[config.mk]
export PLATFORM = sky130hd
export DESIGN_NAME = ps2_c64_keyboard
export DESIGN_NICKNAME = d
export VERILOG_FILES = /design/src/rtl/c64_kbd_pkg.sv /design/src/rtl/ps2_c64_keymap.sv /design/src/rtl/ps2_c64_keyboard.sv
export SDC_FILE = /design/constraint.sdc
export NUM_CORES = 1
export LEC_CHECK = 0
export ABC_AREA = 1
export CAP_MARGIN = 25
export CORE_UTILIZATION = 60
export CTS_CLUSTER_SIZE = 20
export DETAILED_ROUTE_END_ITERATION = 6
export HOLD_SLACK_MARGIN = 0.1
export PLACE_DENSITY = 0.78
export SETUP_SLACK_MARGIN = 0.3
export SYNTH_ARGS = -nofsm -noshare
export SYNTH_HDL_FRONTEND = slang
export SYNTH_SLANG_ARGS = --single-unit
[constraint.sdc]
create_clock -name dot_clk -period 2.85 [get_ports dot_clk]
set_input_delay 0.57 -clock dot_clk [delete_from_list [all_inputs] [get_ports dot_clk]]
set_output_delay 0.57 -clock dot_clk [all_outputs]
set_load 0.02 [all_outputs]
[src/rtl/c64_kbd_pkg.sv]
// Shared PS/2 constants, receiver states and matrix position type for the C64 keyboard front end.
package c64_kbd_pkg;

    localparam logic [7:0] PS2_EXT    = 8'hE0;
    localparam logic [7:0] PS2_REL    = 8'hF0;
    localparam logic [7:0] PS2_BAT    = 8'hAA;
    localparam logic [7:0] PS2_ACK    = 8'hFA;
    localparam logic [7:0] PS2_ECHO   = 8'hEE;
    localparam logic [7:0] PS2_BATERR = 8'hFC;
    localparam logic [7:0] PS2_PGUP   = 8'h7D;

    typedef enum logic [1:0] {
        RX_IDLE,
        RX_DATA,
        RX_PARITY,
        RX_STOP
    } rx_state_e;

    typedef struct packed {
        logic       hit;
        logic [2:0] line;
        logic [2:0] col;
    } matrix_pos_t;

    function automatic matrix_pos_t mk_pos(input logic [2:0] line, input logic [2:0] col);
        matrix_pos_t p;
        p.hit  = 1'b1;
        p.line = line;
        p.col  = col;
        return p;
    endfunction

    // Keyboard housekeeping replies, never key codes when no prefix is pending.
    function automatic logic is_status(input logic [7:0] code);
        return (code == PS2_BAT) || (code == PS2_ACK) ||
               (code == PS2_ECHO) || (code == PS2_BATERR);
    endfunction

endpackage

[src/rtl/ps2_c64_keymap.sv]
// Combinational translation of PS/2 set-2 codes ({ext, code}) to C64 matrix positions.
module ps2_c64_keymap
    import c64_kbd_pkg::*;
(
    input  logic        ext,
    input  logic [7:0]  code,
    output matrix_pos_t pos
);

    always_comb begin
        pos = '0;
        case ({ext, code})
            9'h066: pos = mk_pos(3'd0, 3'd0);  // Backspace -> DEL
            9'h05A: pos = mk_pos(3'd0, 3'd1);
            9'h174: pos = mk_pos(3'd0, 3'd2);
            9'h083: pos = mk_pos(3'd0, 3'd3);
            9'h005: pos = mk_pos(3'd0, 3'd4);
            9'h004: pos = mk_pos(3'd0, 3'd5);
            9'h003: pos = mk_pos(3'd0, 3'd6);
            9'h172: pos = mk_pos(3'd0, 3'd7);
            9'h026: pos = mk_pos(3'd1, 3'd0);
            9'h01D: pos = mk_pos(3'd1, 3'd1);
            9'h01C: pos = mk_pos(3'd1, 3'd2);
            9'h025: pos = mk_pos(3'd1, 3'd3);
            9'h01A: pos = mk_pos(3'd1, 3'd4);
            9'h01B: pos = mk_pos(3'd1, 3'd5);
            9'h024: pos = mk_pos(3'd1, 3'd6);
            9'h012: pos = mk_pos(3'd1, 3'd7);
            9'h02E: pos = mk_pos(3'd2, 3'd0);
            9'h02D: pos = mk_pos(3'd2, 3'd1);
            9'h023: pos = mk_pos(3'd2, 3'd2);
            9'h036: pos = mk_pos(3'd2, 3'd3);
            9'h021: pos = mk_pos(3'd2, 3'd4);
            9'h02B: pos = mk_pos(3'd2, 3'd5);
            9'h02C: pos = mk_pos(3'd2, 3'd6);
            9'h022: pos = mk_pos(3'd2, 3'd7);
            9'h03D: pos = mk_pos(3'd3, 3'd0);
            9'h035: pos = mk_pos(3'd3, 3'd1);
            9'h034: pos = mk_pos(3'd3, 3'd2);
            9'h03E: pos = mk_pos(3'd3, 3'd3);
            9'h032: pos = mk_pos(3'd3, 3'd4);
            9'h033: pos = mk_pos(3'd3, 3'd5);
            9'h03C: pos = mk_pos(3'd3, 3'd6);
            9'h02A: pos = mk_pos(3'd3, 3'd7);
            9'h046: pos = mk_pos(3'd4, 3'd0);
            9'h043: pos = mk_pos(3'd4, 3'd1);
            9'h03B: pos = mk_pos(3'd4, 3'd2);
            9'h045: pos = mk_pos(3'd4, 3'd3);
            9'h03A: pos = mk_pos(3'd4, 3'd4);
            9'h042: pos = mk_pos(3'd4, 3'd5);
            9'h044: pos = mk_pos(3'd4, 3'd6);
            9'h031: pos = mk_pos(3'd4, 3'd7);
            9'h04E: pos = mk_pos(3'd5, 3'd3);
            9'h04D: pos = mk_pos(3'd5, 3'd1);
            9'h04B: pos = mk_pos(3'd5, 3'd2);
            9'h049: pos = mk_pos(3'd5, 3'd4);
            9'h04C: pos = mk_pos(3'd5, 3'd5);
            9'h054: pos = mk_pos(3'd5, 3'd6);
            9'h041: pos = mk_pos(3'd5, 3'd7);
            9'h05B: pos = mk_pos(3'd6, 3'd1);
            9'h052: pos = mk_pos(3'd6, 3'd2);
            9'h16C: pos = mk_pos(3'd6, 3'd3);
            9'h059: pos = mk_pos(3'd6, 3'd4);
            9'h055: pos = mk_pos(3'd6, 3'd5);
            9'h04A: pos = mk_pos(3'd6, 3'd7);
            9'h016: pos = mk_pos(3'd7, 3'd0);
            9'h00E: pos = mk_pos(3'd7, 3'd1);
            9'h014: pos = mk_pos(3'd7, 3'd2);
            9'h114: pos = mk_pos(3'd7, 3'd2);
            9'h01E: pos = mk_pos(3'd7, 3'd3);
            9'h029: pos = mk_pos(3'd7, 3'd4);
            9'h11F: pos = mk_pos(3'd7, 3'd5);
            9'h015: pos = mk_pos(3'd7, 3'd6);
            9'h076: pos = mk_pos(3'd7, 3'd7);  // Esc -> RUN/STOP
            default: pos = '0;
        endcase
    end

endmodule

[src/rtl/ps2_c64_keyboard.sv]
// PS/2 receiver and decoder maintaining a C64 8x8 key matrix scanned by CIA1.
// Optional mid-frame watchdog enabled by defining PS2_WATCHDOG_EN.
module ps2_c64_keyboard
    import c64_kbd_pkg::*;
#(
    parameter int FILTER_LEN     = 8,
    parameter int TIMEOUT_CYCLES = 16384
) (
    input  logic       dot_clk,
    input  logic       reset,
    input  logic       ps2_clk,
    input  logic       ps2_data,
    input  logic [7:0] keyboard_ROW,
    output logic [7:0] keyboard_COL,
    output logic       restore,
    output logic       frame_err
);

    localparam int FW = $clog2(FILTER_LEN);

    if (FILTER_LEN < 2 || TIMEOUT_CYCLES < 2) begin : g_bad_param
        $error("ps2_c64_keyboard: FILTER_LEN and TIMEOUT_CYCLES must be at least 2");
    end

    logic            clk_s1_q, clk_s2_q, dat_s1_q, dat_s2_q;
    logic            filt_q, filt_d, filt_dly_q;
    logic [FW-1:0]   fcnt_q, fcnt_d;
    logic            fall;

    rx_state_e       state_q, state_d;
    logic [2:0]      bcnt_q, bcnt_d;
    logic [7:0]      shift_q, shift_d;
    logic            par_q, par_d;
    logic [7:0]      byte_q, byte_d;
    logic            vld_q, vld_d;
    logic            ferr_q, ferr_d;

    logic            ext_q, ext_d, rel_q, rel_d;
    logic [7:0][7:0] mtx_q, mtx_d;
    logic            rest_q, rest_d;
    logic [7:0]      col_q, col_d;
    matrix_pos_t     pos;

`ifdef PS2_WATCHDOG_EN
    localparam int WD_W = $clog2(TIMEOUT_CYCLES);
    logic [WD_W-1:0] wd_q, wd_d;
`endif

    ps2_c64_keymap u_keymap (
        .ext  (ext_q),
        .code (byte_q),
        .pos  (pos)
    );

    assign fall = filt_dly_q & ~filt_q;

    always_comb begin
        filt_d = filt_q;
        fcnt_d = '0;
        if (clk_s2_q != filt_q) begin
            if (fcnt_q == FW'(FILTER_LEN - 1)) begin
                filt_d = clk_s2_q;
            end else begin
                fcnt_d = fcnt_q + FW'(1);
            end
        end
    end

    always_comb begin
        state_d = state_q;
        bcnt_d  = bcnt_q;
        shift_d = shift_q;
        par_d   = par_q;
        byte_d  = byte_q;
        vld_d   = 1'b0;
        ferr_d  = 1'b0;
        if (fall) begin
            case (state_q)
                RX_IDLE: begin
                    if (!dat_s2_q) begin
                        state_d = RX_DATA;
                        bcnt_d  = 3'd0;
                    end
                end
                RX_DATA: begin
                    shift_d = {dat_s2_q, shift_q[7:1]};
                    bcnt_d  = bcnt_q + 3'd1;
                    if (bcnt_q == 3'd7) state_d = RX_PARITY;
                end
                RX_PARITY: begin
                    par_d   = dat_s2_q;
                    state_d = RX_STOP;
                end
                RX_STOP: begin
                    state_d = RX_IDLE;
                    if (dat_s2_q && ((^shift_q) ^ par_q)) begin
                        vld_d  = 1'b1;
                        byte_d = shift_q;
                    end else begin
                        ferr_d = 1'b1;
                    end
                end
                default: state_d = RX_IDLE;
            endcase
        end
`ifdef PS2_WATCHDOG_EN
        wd_d = '0;
        if (state_q != RX_IDLE && !fall) begin
            if (wd_q == WD_W'(TIMEOUT_CYCLES - 1)) begin
                state_d = RX_IDLE;
                ferr_d  = 1'b1;
            end else begin
                wd_d = wd_q + WD_W'(1);
            end
        end
`endif
    end

    // Prefix bytes only arm flags; every other byte consumes and clears them.
    always_comb begin
        ext_d  = ext_q;
        rel_d  = rel_q;
        mtx_d  = mtx_q;
        rest_d = rest_q;
        if (vld_q) begin
            if (byte_q == PS2_EXT) begin
                ext_d = 1'b1;
            end else if (byte_q == PS2_REL) begin
                rel_d = 1'b1;
            end else begin
                ext_d = 1'b0;
                rel_d = 1'b0;
                if (ext_q || rel_q || !is_status(byte_q)) begin
                    if (ext_q && byte_q == PS2_PGUP) begin
                        rest_d = ~rel_q;
                    end else if (pos.hit) begin
                        mtx_d[pos.line][pos.col] = ~rel_q;
                    end
                end
            end
        end
        if (ferr_q) begin
            ext_d = 1'b0;
            rel_d = 1'b0;
        end
    end

    always_comb begin
        col_d = 8'hFF;
        for (int r = 0; r < 8; r++) begin
            if (!keyboard_ROW[r]) col_d = col_d & ~mtx_q[r];
        end
    end

    always_ff @(posedge dot_clk) begin
        if (reset) begin
            clk_s1_q   <= 1'b1;
            clk_s2_q   <= 1'b1;
            dat_s1_q   <= 1'b1;
            dat_s2_q   <= 1'b1;
            filt_q     <= 1'b1;
            filt_dly_q <= 1'b1;
            fcnt_q     <= '0;
            state_q    <= RX_IDLE;
            bcnt_q     <= '0;
            shift_q    <= '0;
            par_q      <= 1'b0;
            byte_q     <= '0;
            vld_q      <= 1'b0;
            ferr_q     <= 1'b0;
            ext_q      <= 1'b0;
            rel_q      <= 1'b0;
            mtx_q      <= '0;
            rest_q     <= 1'b0;
            col_q      <= 8'hFF;
`ifdef PS2_WATCHDOG_EN
            wd_q       <= '0;
`endif
        end else begin
            clk_s1_q   <= ps2_clk;
            clk_s2_q   <= clk_s1_q;
            dat_s1_q   <= ps2_data;
            dat_s2_q   <= dat_s1_q;
            filt_q     <= filt_d;
            filt_dly_q <= filt_q;
            fcnt_q     <= fcnt_d;
            state_q    <= state_d;
            bcnt_q     <= bcnt_d;
            shift_q    <= shift_d;
            par_q      <= par_d;
            byte_q     <= byte_d;
            vld_q      <= vld_d;
            ferr_q     <= ferr_d;
            ext_q      <= ext_d;
            rel_q      <= rel_d;
            mtx_q      <= mtx_d;
            rest_q     <= rest_d;
            col_q      <= col_d;
`ifdef PS2_WATCHDOG_EN
            wd_q       <= wd_d;
`endif
        end
    end

    assign keyboard_COL = col_q;
    assign restore      = rest_q;
    assign frame_err    = ferr_q;

endmodule

### After elaboration in Yosys (flattened, before gate mapping)

Cells that the tools add are included.

| storage, ports and cells | value |
|---|---|
| input port bits | 12 |
| register bits | 108 |
| logic and storage cells | 186 |
| output and inout bits | 10 |

| operators by class | value |
|---|---|
| equality and inequality tests | 78 |
| $lt $le $gt $ge | 4 |
| multiplexer cells | 24 |
| bitwise gates (word level) | 25 |
| $add $sub $neg | 2 |
| reductions and logical operators | 27 |

Operators by type and width:

| operator | number |
|---|---|
| 7-bit case mux with 61 select lines | 1 |
| 9-bit by 6-bit equality test with 1-bit output (second input constant) | 23 |
| 9-bit by 7-bit equality test with 1-bit output (second input constant) | 20 |
| 9-bit by 5-bit equality test with 1-bit output (second input constant) | 9 |
| 8-bit 2-to-1 mux | 9 |
| 64-bit bitwise mux | 1 |
| 8-bit NOT | 8 |
| 8-bit bitwise AND | 7 |
| 8-bit equality test (second input constant) | 6 |
| 9-bit equality test (second input constant) | 5 |
| 8-bit demux with 3-bit select | 1 |
| 9-bit by 3-bit equality test with 1-bit output (second input constant) | 2 |
| 2-bit AND reduction | 5 |
| 9-bit by 2-bit equality test with 1-bit output (second input constant) | 1 |
| 9-bit by 4-bit equality test with 1-bit output (second input constant) | 1 |
| 9-bit by 8-bit equality test with 1-bit output (second input constant) | 1 |
| 3-bit AND reduction | 3 |
| 8-bit by 7-bit equality test with 1-bit output (second input constant) | 1 |
| 3-bit by 4-bit < comparator with 1-bit output (second input constant) | 2 |
| 1-bit NOT | 8 |
| 2-bit case mux with 4 select lines | 1 |
| 8-bit parity | 1 |
| 3-bit by 1-bit adder with 3-bit output (second input constant) | 2 |
| 3-bit equality test (second input constant) | 2 |
| other kinds (21) | 40 |

### Depth between registers and ports, before layout

| logic depth | value |
|---|---|
| depth after elaboration | 16 |
| depth in mapped cells | 16 |
| gate-level depth less buffers | 16 |

### By module

Synthesis repeated with hierarchy kept, for this count alone.

| unflattened totals | value |
|---|---|
| cells, all modules | 1,091 |
| area, all modules | 6,591.3 um^2 |

Modules (own cells, without submodules):

| module | instances | seq. area each (um^2) | area an instance (um^2) | cells an instance |
|---|---|---|---|---|
| ps2_c64_keyboard | 1 | 2,162.1 | 5,447.7 | 830 |
| ps2_c64_keymap | 1 | 0.0 | 1,143.6 | 261 |

### Worst setup path before layout

Ideal clock, no wire load.

| timing | value |
|---|---|
| kind | reg2reg |
| start | reg byte_q[6] |
| end | reg mtx_q[8] (netlist name) |
| arrival time | 1.960 ns |
| stages on the path, launching flop included | 17 |
| path slack | 0.758 ns |
| clock period less this slack | 2.092 ns |
| data required time | 2.718 ns |
| library setup time | 0.132 ns |
| path buffers | 3 |
| cell sequence | dfxtp_1 -> inv_2 -> nand2_1 -> nor2_1 -> buf_6 -> nand2_1 -> o21ai_1 -> nor2_1 -> nand2_1 -> nor2_1 -> nand2_1 -> o21ai_2 -> buf_4 -> buf_4 -> nor2_1 -> nand2_1 -> a21oi_1 |

| between the ends | value |
|---|---|
| word-level cells in the longest chain between the ends | 10 |
| elaborated cells between the ends (all ways) | 92 |
| classes of those cells | 4 x order compare; 69 x eq/ne; 6 x mux; 3 x bitwise; 10 x reduce/logical |

RTL lines:

| what | RTL line | source |
|---|---|---|
| start, declared | ps2_c64_keyboard.sv:34 | `logic [7:0] byte_q, byte_d;` |
| start signal, assigned | ps2_c64_keyboard.sv:191 | `byte_q <= byte_d;` |
| 9-bit by 5-bit equality test with 1-bit output or 9-bit equality test (tied branches) | ps2_c64_keymap.sv:12 | `case ({ext, code})` |
| 2-bit OR reduction (no source line) | - |  |
| 7-bit case mux with 61 select lines | ps2_c64_keymap.sv:12 |  |
| 3-bit by 4-bit < comparator with 1-bit output (not written as such) or 3-bit by 1-bit >= comparator with 1-bit output (tied branches) | ps2_c64_keyboard.sv:137 | `mtx_d[pos.line][pos.col] = ~rel_q;` |
| 1-bit logical AND (not written as such) | ps2_c64_keyboard.sv:137 |  |
| 1-bit 2-to-1 mux (not written as such) | ps2_c64_keyboard.sv:137 |  |
| 1-bit demux with 3-bit select | ps2_c64_keyboard.sv:137 |  |
| 8-bit 2-to-1 mux (not written as such) | ps2_c64_keyboard.sv:137 |  |
| 8-bit demux with 3-bit select | ps2_c64_keyboard.sv:137 |  |
| 64-bit bitwise mux | ps2_c64_keyboard.sv:137 |  |
| end signal, assigned | ps2_c64_keyboard.sv:196 | `mtx_q <= mtx_d;` |
| end, declared | ps2_c64_keyboard.sv:39 | `logic [7:0][7:0] mtx_q, mtx_d;` |

Parallel ways exist; a longest one is shown, timed or not.
A chain may end at the register's enable or synchronous reset.

### Worst setup path in the final report

| timing | value |
|---|---|
| start | reg byte_q[1] |
| end | reg mtx_q[36] (netlist name) |

Same word-level chain as after synthesis.

==> metrics.yaml <==
routing:
  drc: 0
  vias: 7105
  wl_met3_um: 1989
  first_pass_iters: 6
  drtAntennaViolNets: 0
  routed-wl-met2_um: 9304
  drt_wl_total_um: 20750
  routed.top_layer: "met4"
  vias_per_cell: 5.762
  wl_met1_um: 8566
  drt-wirelength-per-cell_um: 16.83
  first_iter_violations: 813
yosys:
  syn_area_per_cell_sq_um: 6.082
  synth_nets: 1064
  ys_seq_area_frac: 0.3405
  ys_types: 33
  synthCells: 1044
  yosys_warnings: 0
  synth-seq-cells: 108
  synth_area_sq_mm: 0.006350
  synth.top_cell.area_share: 0.3405
  yosys-top-cells-area: "dfxtp_1 34%, nand2_1 16%, nor2_1 10%"
  synth_area_leader_cell: "dfxtp_1"
floorplan:
  ios: 22
  start_util: 0.6178
  core-area_sq_mm: 0.01028
  die_h_um: 104.9
  fp.dieW_um: 104.9
  rows: 37
  dieArea_sq_mm: 0.01100
sta:
  period_minus_slack_ns: 2.467
  skew_ns: 0.01866
  hold_violations: 0
  finalMaxSlewViolations: 0
  slew_headroom: 0.4414
  clock.fmax_mhz: 405.3
  worst_pin_slew_ns: 0.8370
  rsz0062_at_grt: "yes"
  fin_crit_sh: 0.8657
  setup_violations: 0
  tns_ns: 0
grt:
  grtUsageTotal: 0.3842
  grt_pass1_wl_um: 32670
  grt_pass1_vias: 6371
  grt_overflow_total: 0
  antenna_found_initial: 0
  grt_max_degree: 63
worst_setup_path:
  timing.critical_path.buf_inv: 3
  crit_path_top_delay_cell: "dfxtp_2"
  worstPathArrival_ns: 2.79
  start_kind: "flop"
  path_class: "flop to flop"
  crit_family: "simple AND/OR/NAND/NOR gates"
  cp-end-kind: "flop"
  critPathMaxStageDelay_ns: 0.40
  required_ns: 3.17
  worstPathCellList: "inv_1 > nand2_4 > nor2_1 > buf_4 > nand3_1 > nand2_1 > nor2_2 > nand2_1 > nor2_1 > nand2_1 > nor2_2 > nor2_4 > buf_12 > nand2_1 > o21ai_0 > a21oi_1"
  crit_top_cell: "nand2_1"
  path_max_fanout: 29
hold_path:
  hold_class: "flop to flop"
layout:
  final_common_cell: "nand2_1"
  nFillCells: 933
  antenna_cells: 0
  nets: 1113
  mostFrequentLayoutCells: "261 x nand2_1, 158 x nor2_1, 100 x dfxtp_1"
  multiInputGateArea_sq_mm: 0.003745
  regArea_sq_mm: 0.002175
  area_delta_synth_final_pct: 15.03
  finish.utilization: 0.7107
  drive_gt1_frac: 0.1121
clock_tree:
  clock-sinks: 108
  cts_buffer_depth: 2
  clk_pin_slew_ns: 0.10
  clock_latency_ns: 0.40
  hold_buffers: 0
  h-tree-depth: 3
  cts.root.buffer_cell: "clkbuf_8"
  cts_buffers: 9
  cts_tree: "done"
placed_design:
  gp_congestion: 1.001
  io_buffers: 21
  hpwl_um: 15540
run:
  maxCapViolCount: 0
pwr:
  vdd_drop_max_mv: 0.4620
  p_per_area_mw_per_mm2: 340.4
  finalPower_uw: 2486
  cellLeakagePower_uw: 0.003146
run_status:
  status: "finished clean"
-- kinds of logic after synthesis --
| group | after synthesis | share of synthesized area |
|---|---|---|
| and+or+nand+nor | 580 | 0.3781 |
| AOI/OAI and AO/OA | 199 | 0.1653 |
| buffers and inverters | 142 | 0.09064 |
| DFF | 108 | 0.3405 |
| adders and majority gates | 8 | 0.01576 |
| xor gates and xnor gates | 7 | 0.009655 |
-- synth_stat cells, drive strengths merged --
library cell  number
o41ai              3
nand3            103
clkbuf            19
dfxtp            108
xor2               2
a21oi             97
nor4               2
o211ai             1
a211oi             1
o21ai             80
inv              105
buf               18
or3                1
nand4              5
nor3              14
o22ai             12
ha                 8
nand2            269
nor2             180
a221oi             5
or2                4
nand3b             2
xnor2              5
-- power by group --
group / switching (uW) / internal, uW / leakage (uW)
clock: 536 / 368 / 0.0000962
sequential: 1.51 / 1510 / 0.000875
combinational: 48.5 / 23.4 / 0.00217
total: 586 / 1900 / 0.00315
-- routing by layer --
layer	vias to the layer above	global-route usage
li1	3492	-
met2	374	0.6159
met1	3155	0.4918
met5	-	0
met4	0	0.1811
met3	84	0.08235
-- stage by stage --
step / instance area [sq um] / cells / setup slack (ns) / hold slack [ns]
after global routing: 7305 / 1233 / 0.2898 / 0.4315
final: 7305 / 1233 / 0.3828 / 0.4171
after CTS: 7146 / 1225 / 0.3025 / 0.4185
after detailed placement: 6914 / 1209 / 0.1397 / 0.3953
after global placement: 6914 / 1209 / 0.2764 / 0.3915
after floorplan: 6350 / 1044 / 0.7577 / 0.3895
-- path summary, 6_finish.rpt --
check / from / endpoint / slack (ns) / cells past startpoint
hold reg to reg: clk_s1_q / clk_s2_q / 0.42 / 1
hold / removal: clk_s1_q / clk_s2_q / 0.42 / 1
setup / recovery: byte_q[1] / mtx_q[36] / 0.38 / 16
setup reg to reg: byte_q[1] / mtx_q[36] / 0.38 / 16
-- flip-flops by register name, summed over array words and instances, names as in the netlist, 2 cells and up --
register	flops
mtx_q	64
byte_q	8
keyboard_COL	8
shift_q	8
bcnt_q	3
fcnt_q	3
state_q	2
-- repair_timing --
item                                   CTS  global route
pin swaps                                1             5
gates cloned                             0             0
gates resized for setup                 11            36
setup buffers                            1             8
endpoints found under the hold margin    0             0
setup endpoints to repair               45            60
-- cell type report --
type	count	share of cell area
multi-input cells	794	0.5127
well taps	136	0.02330
clock buffers	11	0.02073
repair buffers	75	0.08702
clock inverters	4	0.004282
inverters	105	0.05430
flip-flops and latches	108	0.2977
No activity file was read; power rests on OpenSTA's default activity.
